## config.mk

```make
export PLATFORM = sky130hd
export DESIGN_NAME = dbuf_scheduler_flat
export DESIGN_NICKNAME = d
export VERILOG_FILES = /design/src/rtl/dbuf_scheduler_if.sv /design/src/rtl/dbuf_scheduler.sv /design/src/flat_wrapper.sv
export SDC_FILE = /design/constraint.sdc
export NUM_CORES = 1
export LEC_CHECK = 0
export CORE_ASPECT_RATIO = 0.7
export CORE_MARGIN = 1.5
export CORE_UTILIZATION = 36
export CTS_CLUSTER_DIAMETER = 40
export CTS_CLUSTER_SIZE = 10
export DETAILED_ROUTE_END_ITERATION = 12
export GPL_ROUTABILITY_DRIVEN = 0
export PLACE_DENSITY = 0.65
export RECOVER_POWER = 50
export SLEW_MARGIN = 25
export SYNTH_ARGS = -nofsm -noshare
export SYNTH_HDL_FRONTEND = slang
export SYNTH_SLANG_ARGS = --single-unit
```

## constraint.sdc

```tcl
create_clock -name clk -period 2.2 [get_ports clk]
set_input_delay 0.22 -clock clk [delete_from_list [all_inputs] [get_ports clk]]
set_output_delay 0.22 -clock clk [all_outputs]
set_load 0.02 [all_outputs]
```

## src/rtl/dbuf_scheduler_if.sv

```systemverilog
// dbuf_scheduler_if: all non-clock signals of the ping-pong frame-buffer
// scheduler, grouped as one bundle.
//   slave  : scheduler side (takes wr_valid/vsync/rd_req, drives the rest)
//   master : environment side (frame source + display timing + memories)
// Write path : wr_valid, wr_ready, WE0, WE1, wr_addr
// Read path  : vsync, rd_req, RE0, RE1, rd_addr
// Mux/status : SelBuf0, SelBuf1, SelBlank, Buf0Empty, Buf1Empty, underrun
interface dbuf_scheduler_if #(
  parameter int ADDR_W = 20
);
  logic              wr_valid;
  logic              wr_ready;
  logic              WE0;
  logic              WE1;
  logic [ADDR_W-1:0] wr_addr;
  logic              vsync;
  logic              rd_req;
  logic              RE0;
  logic              RE1;
  logic [ADDR_W-1:0] rd_addr;
  logic              SelBuf0;
  logic              SelBuf1;
  logic              SelBlank;
  logic              Buf0Empty;
  logic              Buf1Empty;
  logic              underrun;

  modport slave (
    input  wr_valid, vsync, rd_req,
    output wr_ready, WE0, WE1, wr_addr, RE0, RE1, rd_addr,
           SelBuf0, SelBuf1, SelBlank, Buf0Empty, Buf1Empty, underrun
  );

  modport master (
    output wr_valid, vsync, rd_req,
    input  wr_ready, WE0, WE1, wr_addr, RE0, RE1, rd_addr,
           SelBuf0, SelBuf1, SelBlank, Buf0Empty, Buf1Empty, underrun
  );
endinterface

```

## src/rtl/dbuf_scheduler.sv

```systemverilog
// dbuf_scheduler: ping-pong scheduler for two display frame buffers.
// Steers the incoming word stream into the free buffer, hands full buffers
// to the display scan at vsync, and drives write/read enables, addresses,
// output-mux selects and empty flags.
// Ports:
//   clk          system clock (posedge)
//   reset        synchronous, active-high
//   bus          dbuf_scheduler_if.slave (write path, read path, mux/status)
//   underrun_cnt 16-bit saturating underrun count, only when
//                DBUF_UNDERRUN_CNT_EN is defined
// Build option: define DBUF_UNDERRUN_CNT_EN to add the underrun counter.
module dbuf_scheduler #(
  parameter int FRAME_WORDS = 307200,
  parameter int ADDR_W      = 20
) (
  input  logic                   clk,
  input  logic                   reset,
  dbuf_scheduler_if.slave        bus
`ifdef DBUF_UNDERRUN_CNT_EN
  ,
  output logic [15:0]            underrun_cnt
`endif
);

  typedef enum logic [1:0] {
    EMPTY   = 2'd0,
    FILLING = 2'd1,
    FULL    = 2'd2,
    SHOW    = 2'd3
  } buf_st_e;

  localparam logic [ADDR_W-1:0] LAST = ADDR_W'(FRAME_WORDS - 1);

  buf_st_e           st_q [2];
  buf_st_e           st_d [2];
  logic              wbuf_q, wbuf_d;
  logic              rbuf_q, rbuf_d;
  logic              active_q, active_d;
  logic [ADDR_W-1:0] wr_addr_q, wr_addr_d;
  logic [ADDR_W-1:0] rd_addr_q, rd_addr_d;
  logic              sel0_q, sel0_d;
  logic              sel1_q, sel1_d;
  logic              blank_q, blank_d;
  logic              emp0_q, emp0_d;
  logic              emp1_q, emp1_d;
  logic              und_q, und_d;
  logic              cand;
  logic              wr_ready;
  logic              accept;
  logic              we0, we1, re0, re1;
`ifdef DBUF_UNDERRUN_CNT_EN
  logic [15:0]       cnt_q, cnt_d;
`endif

  // State register
  always_ff @(posedge clk) begin
    if (reset) begin
      st_q[0]   <= EMPTY;
      st_q[1]   <= EMPTY;
      wbuf_q    <= 1'b0;
      rbuf_q    <= 1'b0;
      active_q  <= 1'b0;
      wr_addr_q <= '0;
      rd_addr_q <= '0;
      sel0_q    <= 1'b0;
      sel1_q    <= 1'b0;
      blank_q   <= 1'b1;
      emp0_q    <= 1'b1;
      emp1_q    <= 1'b1;
      und_q     <= 1'b0;
`ifdef DBUF_UNDERRUN_CNT_EN
      cnt_q     <= '0;
`endif
    end else begin
      st_q[0]   <= st_d[0];
      st_q[1]   <= st_d[1];
      wbuf_q    <= wbuf_d;
      rbuf_q    <= rbuf_d;
      active_q  <= active_d;
      wr_addr_q <= wr_addr_d;
      rd_addr_q <= rd_addr_d;
      sel0_q    <= sel0_d;
      sel1_q    <= sel1_d;
      blank_q   <= blank_d;
      emp0_q    <= emp0_d;
      emp1_q    <= emp1_d;
      und_q     <= und_d;
`ifdef DBUF_UNDERRUN_CNT_EN
      cnt_q     <= cnt_d;
`endif
    end
  end

  // Next-state logic. A write only ever touches the buffer in EMPTY/FILLING,
  // a vsync only the buffers in FULL/SHOW, so the two never collide.
  always_comb begin
    st_d[0]   = st_q[0];
    st_d[1]   = st_q[1];
    wbuf_d    = wbuf_q;
    rbuf_d    = rbuf_q;
    active_d  = active_q;
    wr_addr_d = wr_addr_q;
    rd_addr_d = rd_addr_q;
    und_d     = 1'b0;
    // While showing, the next frame lives in the other buffer; before the
    // first frame, rbuf still points at the buffer filled first.
    cand      = active_q ? ~rbuf_q : rbuf_q;

    if (accept) begin
      if (wr_addr_q == LAST) begin
        st_d[wbuf_q] = FULL;
        wr_addr_d    = '0;
        wbuf_d       = ~wbuf_q;
      end else begin
        st_d[wbuf_q] = FILLING;
        wr_addr_d    = wr_addr_q + ADDR_W'(1);
      end
    end

    if (bus.vsync) begin
      rd_addr_d = '0;
      // Decided on registered state: a frame finishing on this edge waits.
      if (st_q[cand] == FULL) begin
        if (active_q) st_d[rbuf_q] = EMPTY;
        st_d[cand] = SHOW;
        rbuf_d     = cand;
        active_d   = 1'b1;
      end else begin
        und_d = 1'b1;
      end
    end else if (bus.rd_req && active_q && (rd_addr_q != LAST)) begin
      rd_addr_d = rd_addr_q + ADDR_W'(1);
    end

    sel0_d  = active_d & ~rbuf_d;
    sel1_d  = active_d &  rbuf_d;
    blank_d = ~active_d;
    emp0_d  = (st_d[0] == EMPTY);
    emp1_d  = (st_d[1] == EMPTY);

`ifdef DBUF_UNDERRUN_CNT_EN
    cnt_d = (und_d && (cnt_q != 16'hFFFF)) ? cnt_q + 16'd1 : cnt_q;
`endif
  end

  // Combinational outputs
  always_comb begin
    wr_ready = (st_q[wbuf_q] == EMPTY) || (st_q[wbuf_q] == FILLING);
    accept   = bus.wr_valid & wr_ready;
    we0      = accept & ~wbuf_q;
    we1      = accept &  wbuf_q;
    re0      = bus.rd_req & active_q & ~rbuf_q;
    re1      = bus.rd_req & active_q &  rbuf_q;
  end

  assign bus.wr_ready  = wr_ready;
  assign bus.WE0       = we0;
  assign bus.WE1       = we1;
  assign bus.wr_addr   = wr_addr_q;
  assign bus.RE0       = re0;
  assign bus.RE1       = re1;
  assign bus.rd_addr   = rd_addr_q;
  assign bus.SelBuf0   = sel0_q;
  assign bus.SelBuf1   = sel1_q;
  assign bus.SelBlank  = blank_q;
  assign bus.Buf0Empty = emp0_q;
  assign bus.Buf1Empty = emp1_q;
  assign bus.underrun  = und_q;
`ifdef DBUF_UNDERRUN_CNT_EN
  assign underrun_cnt  = cnt_q;
`endif

endmodule

```

## src/flat_wrapper.sv

```systemverilog
// flat-port wrapper written by rule: the top's interface ports become plain ports
module dbuf_scheduler_flat 
#(
  parameter int FRAME_WORDS = 307200,
  parameter int ADDR_W      = 20
)
  (clk, reset, bus_wr_valid, bus_vsync, bus_rd_req, bus_wr_ready, bus_WE0, bus_WE1, bus_wr_addr, bus_RE0, bus_RE1, bus_rd_addr, bus_SelBuf0, bus_SelBuf1, bus_SelBlank, bus_Buf0Empty, bus_Buf1Empty, bus_underrun);
  dbuf_scheduler_if #(.ADDR_W(ADDR_W)) bus_i ();
  input  logic clk;
  input  logic reset;
  input wire logic [$bits(bus_i.wr_valid)-1:0] bus_wr_valid;
  input wire logic [$bits(bus_i.vsync)-1:0] bus_vsync;
  input wire logic [$bits(bus_i.rd_req)-1:0] bus_rd_req;
  output wire logic [$bits(bus_i.wr_ready)-1:0] bus_wr_ready;
  output wire logic [$bits(bus_i.WE0)-1:0] bus_WE0;
  output wire logic [$bits(bus_i.WE1)-1:0] bus_WE1;
  output wire logic [$bits(bus_i.wr_addr)-1:0] bus_wr_addr;
  output wire logic [$bits(bus_i.RE0)-1:0] bus_RE0;
  output wire logic [$bits(bus_i.RE1)-1:0] bus_RE1;
  output wire logic [$bits(bus_i.rd_addr)-1:0] bus_rd_addr;
  output wire logic [$bits(bus_i.SelBuf0)-1:0] bus_SelBuf0;
  output wire logic [$bits(bus_i.SelBuf1)-1:0] bus_SelBuf1;
  output wire logic [$bits(bus_i.SelBlank)-1:0] bus_SelBlank;
  output wire logic [$bits(bus_i.Buf0Empty)-1:0] bus_Buf0Empty;
  output wire logic [$bits(bus_i.Buf1Empty)-1:0] bus_Buf1Empty;
  output wire logic [$bits(bus_i.underrun)-1:0] bus_underrun;
  assign bus_i.wr_valid = bus_wr_valid;
  assign bus_i.vsync = bus_vsync;
  assign bus_i.rd_req = bus_rd_req;
  assign bus_wr_ready = bus_i.wr_ready;
  assign bus_WE0 = bus_i.WE0;
  assign bus_WE1 = bus_i.WE1;
  assign bus_wr_addr = bus_i.wr_addr;
  assign bus_RE0 = bus_i.RE0;
  assign bus_RE1 = bus_i.RE1;
  assign bus_rd_addr = bus_i.rd_addr;
  assign bus_SelBuf0 = bus_i.SelBuf0;
  assign bus_SelBuf1 = bus_i.SelBuf1;
  assign bus_SelBlank = bus_i.SelBlank;
  assign bus_Buf0Empty = bus_i.Buf0Empty;
  assign bus_Buf1Empty = bus_i.Buf1Empty;
  assign bus_underrun = bus_i.underrun;
  dbuf_scheduler #(.FRAME_WORDS(FRAME_WORDS), .ADDR_W(ADDR_W)) u_core (.clk(clk), .reset(reset), .bus(bus_i));
endmodule
```

## Word level (Yosys, flattened, before mapping)

Memories as Yosys holds them, arrays and structs flattened. A register that Yosys moved wholly into a read port is not among the register bits.
Cells that the tools add are included.

| operators by class | value |
|---|---|
| muxes and demuxes | 27 |
| eq/ne operators | 4 |
| reductions and logical operators | 12 |
| add/subtract/negate cells | 2 |
| bitwise gates (word level) | 27 |
| magnitude comparators | 6 |

Operators by type and width:

| operator | number |
|---|---|
| 20-bit by 1-bit adder with 20-bit output (second input constant) | 2 |
| 4-bit two-way mux | 7 |
| 20-bit by 19-bit == test with 1-bit output (second input constant) | 1 |
| 20-bit two-way mux | 1 |
| 20-bit by 19-bit != test with 1-bit output (second input constant) | 1 |
| 1-bit two-way mux | 11 |
| 2-bit two-way mux | 5 |
| 1-bit bitwise AND | 8 |
| 2-bit demux with 1-bit select | 3 |
| 2-bit >= comparator (second input constant) | 3 |
| 2-bit zero test | 3 |
| 2-bit by 1-bit less-than comparator with 1-bit output (second input constant) | 3 |
| 1-bit inverter with 2-bit output | 3 |
| 1-bit logical AND | 5 |
| 1-bit inverter | 5 |
| 2-bit bitwise AND | 2 |
| 4-bit bitwise AND | 1 |
| 2-bit inverter | 2 |
| 4-bit inverter | 1 |
| 2-bit OR | 2 |
| 4-bit OR | 1 |
| 2-bit OR reduction | 2 |
| 2-bit by 1-bit == test with 1-bit output (second input constant) | 1 |
| 2-bit == test (second input constant) | 1 |
| other kinds (3) | 4 |

| word-level totals | value |
|---|---|
| bits in writable memories | 4 |
| memories | 1 |
| logic and storage cells | 90 |
| output and inout port bits | 51 |
| input port bits | 5 |
| bits in registers | 49 |

Memory list:

| memory | depth | width | rd ports | clocked after memory_dff | wr ports | line | RTL |
|---|---|---|---|---|---|---|---|
| u_core.st_q | 2 | 2 | 4 | 1 | 2 | dbuf_scheduler.sv:34 | `buf_st_e st_q [2];` |

## Logic depth before layout (Yosys ltp)

| depth | value |
|---|---|
| depth in word-level cells | 17 |
| mapped depth | 8 |
| mapped depth without buffers | 6 |

## Worst setup path after synthesis

OpenSTA, ideal clock, no wires.

| timing path | value |
|---|---|
| kind | reg-to-reg |
| start point | reg (tool-made name) |
| end point | mem u_core.st_q[1][0] in the netlist's numbering |
| setup time | 117 ps |
| setup slack | 174 ps |
| cell stages (with the launch flop) | 7 |
| buffers on the path | 1 |
| clock period less this slack | 2,026 ps |
| required time | 2,083 ps |
| arrival time | 1,909 ps |
| cell sequence | dfxtp_1 -> mux2i_2 -> and2_1 -> buf_4 -> nand2_1 -> or4_1 -> a22o_1 |

RTL lines:

| what | line |
|---|---|
| end, declared | dbuf_scheduler.sv:34 |

==> reports/qor.log <==
qor: clocking.numClockSinks 54
qor: sta.timing.slew.headroom 63.1%
qor: sta.final.period_utilization 95.5%
qor: sta.slew_violations 0
qor: sta.fin_skew 0.00810 ns
qor: clocking.cts_buffers 5
qor: clocking.tritoncts yes
qor: global_route.number_of_antenna_violations_at_the_first_check_in_global_routing 0
qor: critical_path.crit_path_max_fanout 3
qor: global_route.grt.overflow.total 0
qor: synth.ys_dominant_reg_cell sky130_fd_sc_hd__dfxtp_1
qor: synth.synthArstFlopShare 0%
qor: floorplanning.design.die.area 0.00777 sq mm
qor: drt.num_vias 2324
qor: critical_path.cp-start-kind flop
qor: synth.synth_area_per_cell 8.58 sq um
qor: placement.place_hpwl 4.56 mm
qor: synth.post_synth_edffs 0
qor: synth.syn_nets 311
qor: layout.nets 370
qor: clocking.clock_insertion_delay_at_the_later_pin_of_the_skew_report 0.30 ns
qor: clocking.cts_buffer_depth 2
qor: drt.detail_route.vias_per_cell 5.07
qor: sta.clock.fmax 476 MHz
qor: sta.tightest_slew 0.549 ns
qor: drt.drt-pass1-iter-count 4
qor: layout.proportion_of_layout_cells_with_a_drive_suffix_above_1 6.59%
qor: critical_path.critical_path_class flop to output pin
qor: run_status.outcome completed
qor: placement.place_area 0.00327 sq mm
qor: synth.syn_inst 304
qor: floorplanning.coreArea 0.00688 sq mm
qor: run.maxCapViolCount 0
qor: synth.synth.cell_area 0.00261 sq mm
qor: global_route.grt_first_pass_wirelength 10.0 mm
qor: drt.remaining_drc_errors 0
qor: sta.finalSetupTns 0 ns
qor: critical_path.setup.worst_path.end_class output pin
qor: synth.yosysWarningCount 0
qor: clocking.ctsRootBufferMaster sky130_fd_sc_hd__clkbuf_8
qor: clocking.cts_htree_levels 2
qor: synth.synth-seq-cells 54
qor: layout.num_antenna_cells 0
qor: synth.synth-seq-area-share 41.5%
qor: critical_path.data_arrival_time_of_the_worst_path 1.88 ns
qor: critical_path.required 1.98 ns
qor: sta.setup_viol 0
qor: floorplanning.rows 25
qor: sta.fin_crit 2.10 ns
qor: clocking.clock_pin_slew_reported_for_the_worst_setup_and_hold_paths_after_clock_tree_synthesis 0.10 ns
qor: global_route.grt_use_total 16.0%
qor: hold_path.holdCritPathClass flop to flop
qor: floorplanning.design.portCount 56
qor: drt.wl_per_cell 13.2 um
qor: floorplanning.start_util 37.9%
qor: sta.setup_repair_after_global_routing_missed_its_margin false
qor: sta.final-hold-violation-count 0
qor: drt.dr.first_iter.drc_count 86
qor: floorplanning.die-height 74.2 um
qor: synth.synth.lib_cells_used.distinct 53
qor: global_route.vias_in_the_first_global_route 2092
qor: power_and_ir_drop.power_per_cell_area 487 mW/mm^2
qor: layout.final_cell_area 0.00337 sq mm
qor: drt.antenna_violating_nets_post_route 0
qor: global_route.grt_start_max_net_pins 20
qor: placement.placement.io_buffers 55
qor: layout.syn_to_final_growth 29.3%
qor: clocking.cts-hold-fix-buffers 0
qor: power_and_ir_drop.power.leakage 1.31 nW
qor: floorplanning.fp.dieW 105 um
qor: drt.finalWirelength 6.05 mm
qor: power_and_ir_drop.ir_worst_vdd 263 uV
[report_power, final]
| group | leakage [nW] | internal (mW) | switching [mW] |
|---|---|---|---|
| registers | 0.436 | 0.984 | 0.00604 |
| logic | 0.829 | 0.0320 | 0.0463 |
| clock network | 0.0482 | 0.255 | 0.317 |
| total | 1.31 | 1.27 | 0.369 |
[cell usage in the layout, fill, tap and decap left out, types with 9 or more instances in the layout]
| master | count |
|---|---|
| sky130_fd_sc_hd__nand4_1 | 9 |
| sky130_fd_sc_hd__dlygate4sd3_1 | 46 |
| sky130_fd_sc_hd__xor2_1 | 9 |
| sky130_fd_sc_hd__buf_4 | 10 |
| sky130_fd_sc_hd__nand3_1 | 15 |
| sky130_fd_sc_hd__nor2_1 | 44 |
| sky130_fd_sc_hd__xnor2_1 | 20 |
| sky130_fd_sc_hd__inv_1 | 9 |
| sky130_fd_sc_hd__dfxtp_1 | 54 |
| sky130_fd_sc_hd__nand2_1 | 26 |
[final cells by class]
cell class,count,area (sq um)
clock buffer,7,86.3
clock inverter,1,5.00
fill,677,3510
inverter,9,33.8
multi-input combinational,227,1400
sequential,54,1080
tap,94,118
timing repair buffer,66,648
[layer usage]
layer | global-route usage (%) | routed length (um) | up-vias
li1 | - | - | 1197
met1 | 23.3 | 3270 | 1082
met2 | 23.7 | 2510 | 39
met3 | 3.94 | 242 | 6
met4 | 3.81 | 41 | 0
met5 | 0 | 0 | -
[worst max-delay path: stages, from the launching register on]
cell and delay [ns]:
sky130_fd_sc_hd__dfxtp_1 0.36, sky130_fd_sc_hd__mux2i_1 0.30, sky130_fd_sc_hd__nand3b_1 0.18, sky130_fd_sc_hd__inv_1 0.13, sky130_fd_sc_hd__clkdlybuf4s50_1 0.61
[kinds of logic (layout without fill, tap and decap cells)]
logic type                 count (synthesis)  in the layout  synth area share [%]
AOI/OAI and AO/OA                         36             36                  9.26
xor gates and xnor gates                  29             29                  9.74
adders and majority gates                  2              2                 0.960
buffers and inverters                     23             83                  4.75
DFF                                       54             54                  41.5
muxes                                      3              3                  1.30
and+or+nand+nor                          157            157                  32.5
[Yosys cell counts, types with 3 or more instances]
master | n | area share (%)
sky130_fd_sc_hd__nand3_1 | 15 | 2.9
sky130_fd_sc_hd__nand2b_1 | 3 | 0.72
sky130_fd_sc_hd__nand4_1 | 9 | 2.2
sky130_fd_sc_hd__buf_4 | 3 | 0.86
sky130_fd_sc_hd__inv_1 | 9 | 1.3
sky130_fd_sc_hd__dfxtp_1 | 54 | 41
sky130_fd_sc_hd__or4_1 | 5 | 1.4
sky130_fd_sc_hd__and2_1 | 4 | 0.96
sky130_fd_sc_hd__o31ai_1 | 4 | 1.2
sky130_fd_sc_hd__o21ai_1 | 3 | 0.58
sky130_fd_sc_hd__nor4_1 | 8 | 1.9
sky130_fd_sc_hd__clkbuf_1 | 7 | 1.0
sky130_fd_sc_hd__xor2_1 | 9 | 3.0
sky130_fd_sc_hd__nand2_1 | 26 | 3.7
sky130_fd_sc_hd__nor4b_1 | 4 | 1.3
sky130_fd_sc_hd__a21o_1 | 4 | 1.2
sky130_fd_sc_hd__xnor2_1 | 20 | 6.7
sky130_fd_sc_hd__and3_1 | 8 | 1.9
sky130_fd_sc_hd__nor3_1 | 8 | 1.5
sky130_fd_sc_hd__and4_1 | 4 | 1.3
sky130_fd_sc_hd__or3_1 | 4 | 0.96
sky130_fd_sc_hd__o21ai_0 | 4 | 0.77
sky130_fd_sc_hd__nor2_1 | 44 | 6.3
sky130_fd_sc_hd__a21oi_1 | 8 | 1.5
[metrics by stage]
step,worst slack (ns),power (mW),hold slack (ns),cells,utilization (%)
floorplan,0.174,1.06,0.444,304,-
global placement,0.259,1.09,0.486,449,47.6
detailed placement,0.236,1.09,0.498,449,47.6
CTS,0.0788,1.66,0.512,458,49.0
global route,0.0227,1.71,0.527,458,49.0
finish,0.0980,1.64,0.506,458,49.0
[path summary, 6_finish.rpt]
| check | start | to | slack, ns | cells past startpoint |
|---|---|---|---|---|
| setup / recovery | flop | bus_WE0 | 0.1 | 4 |
| hold / removal | u_core.bus.rd_addr[19]$_SDFFE_PP0P_ | u_core.bus.rd_addr[19]$_SDFFE_PP0P_ | 0.51 | 2 |
| setup reg to reg | flop | u_core.bus.wr_addr[16]$_SDFFE_PP0N_ | 0.22 | 6 |
| hold reg to reg | u_core.bus.rd_addr[19]$_SDFFE_PP0P_ | u_core.bus.rd_addr[19]$_SDFFE_PP0P_ | 0.51 | 2 |
[timing repair]
| action | CTS | global route |
|---|---|---|
| resized for setup | 0 | 1 |
| setup buffers | 1 | 0 |
| endpoints found under the setup margin | 1 | 1 |
(Power assumes the default switching activity.)
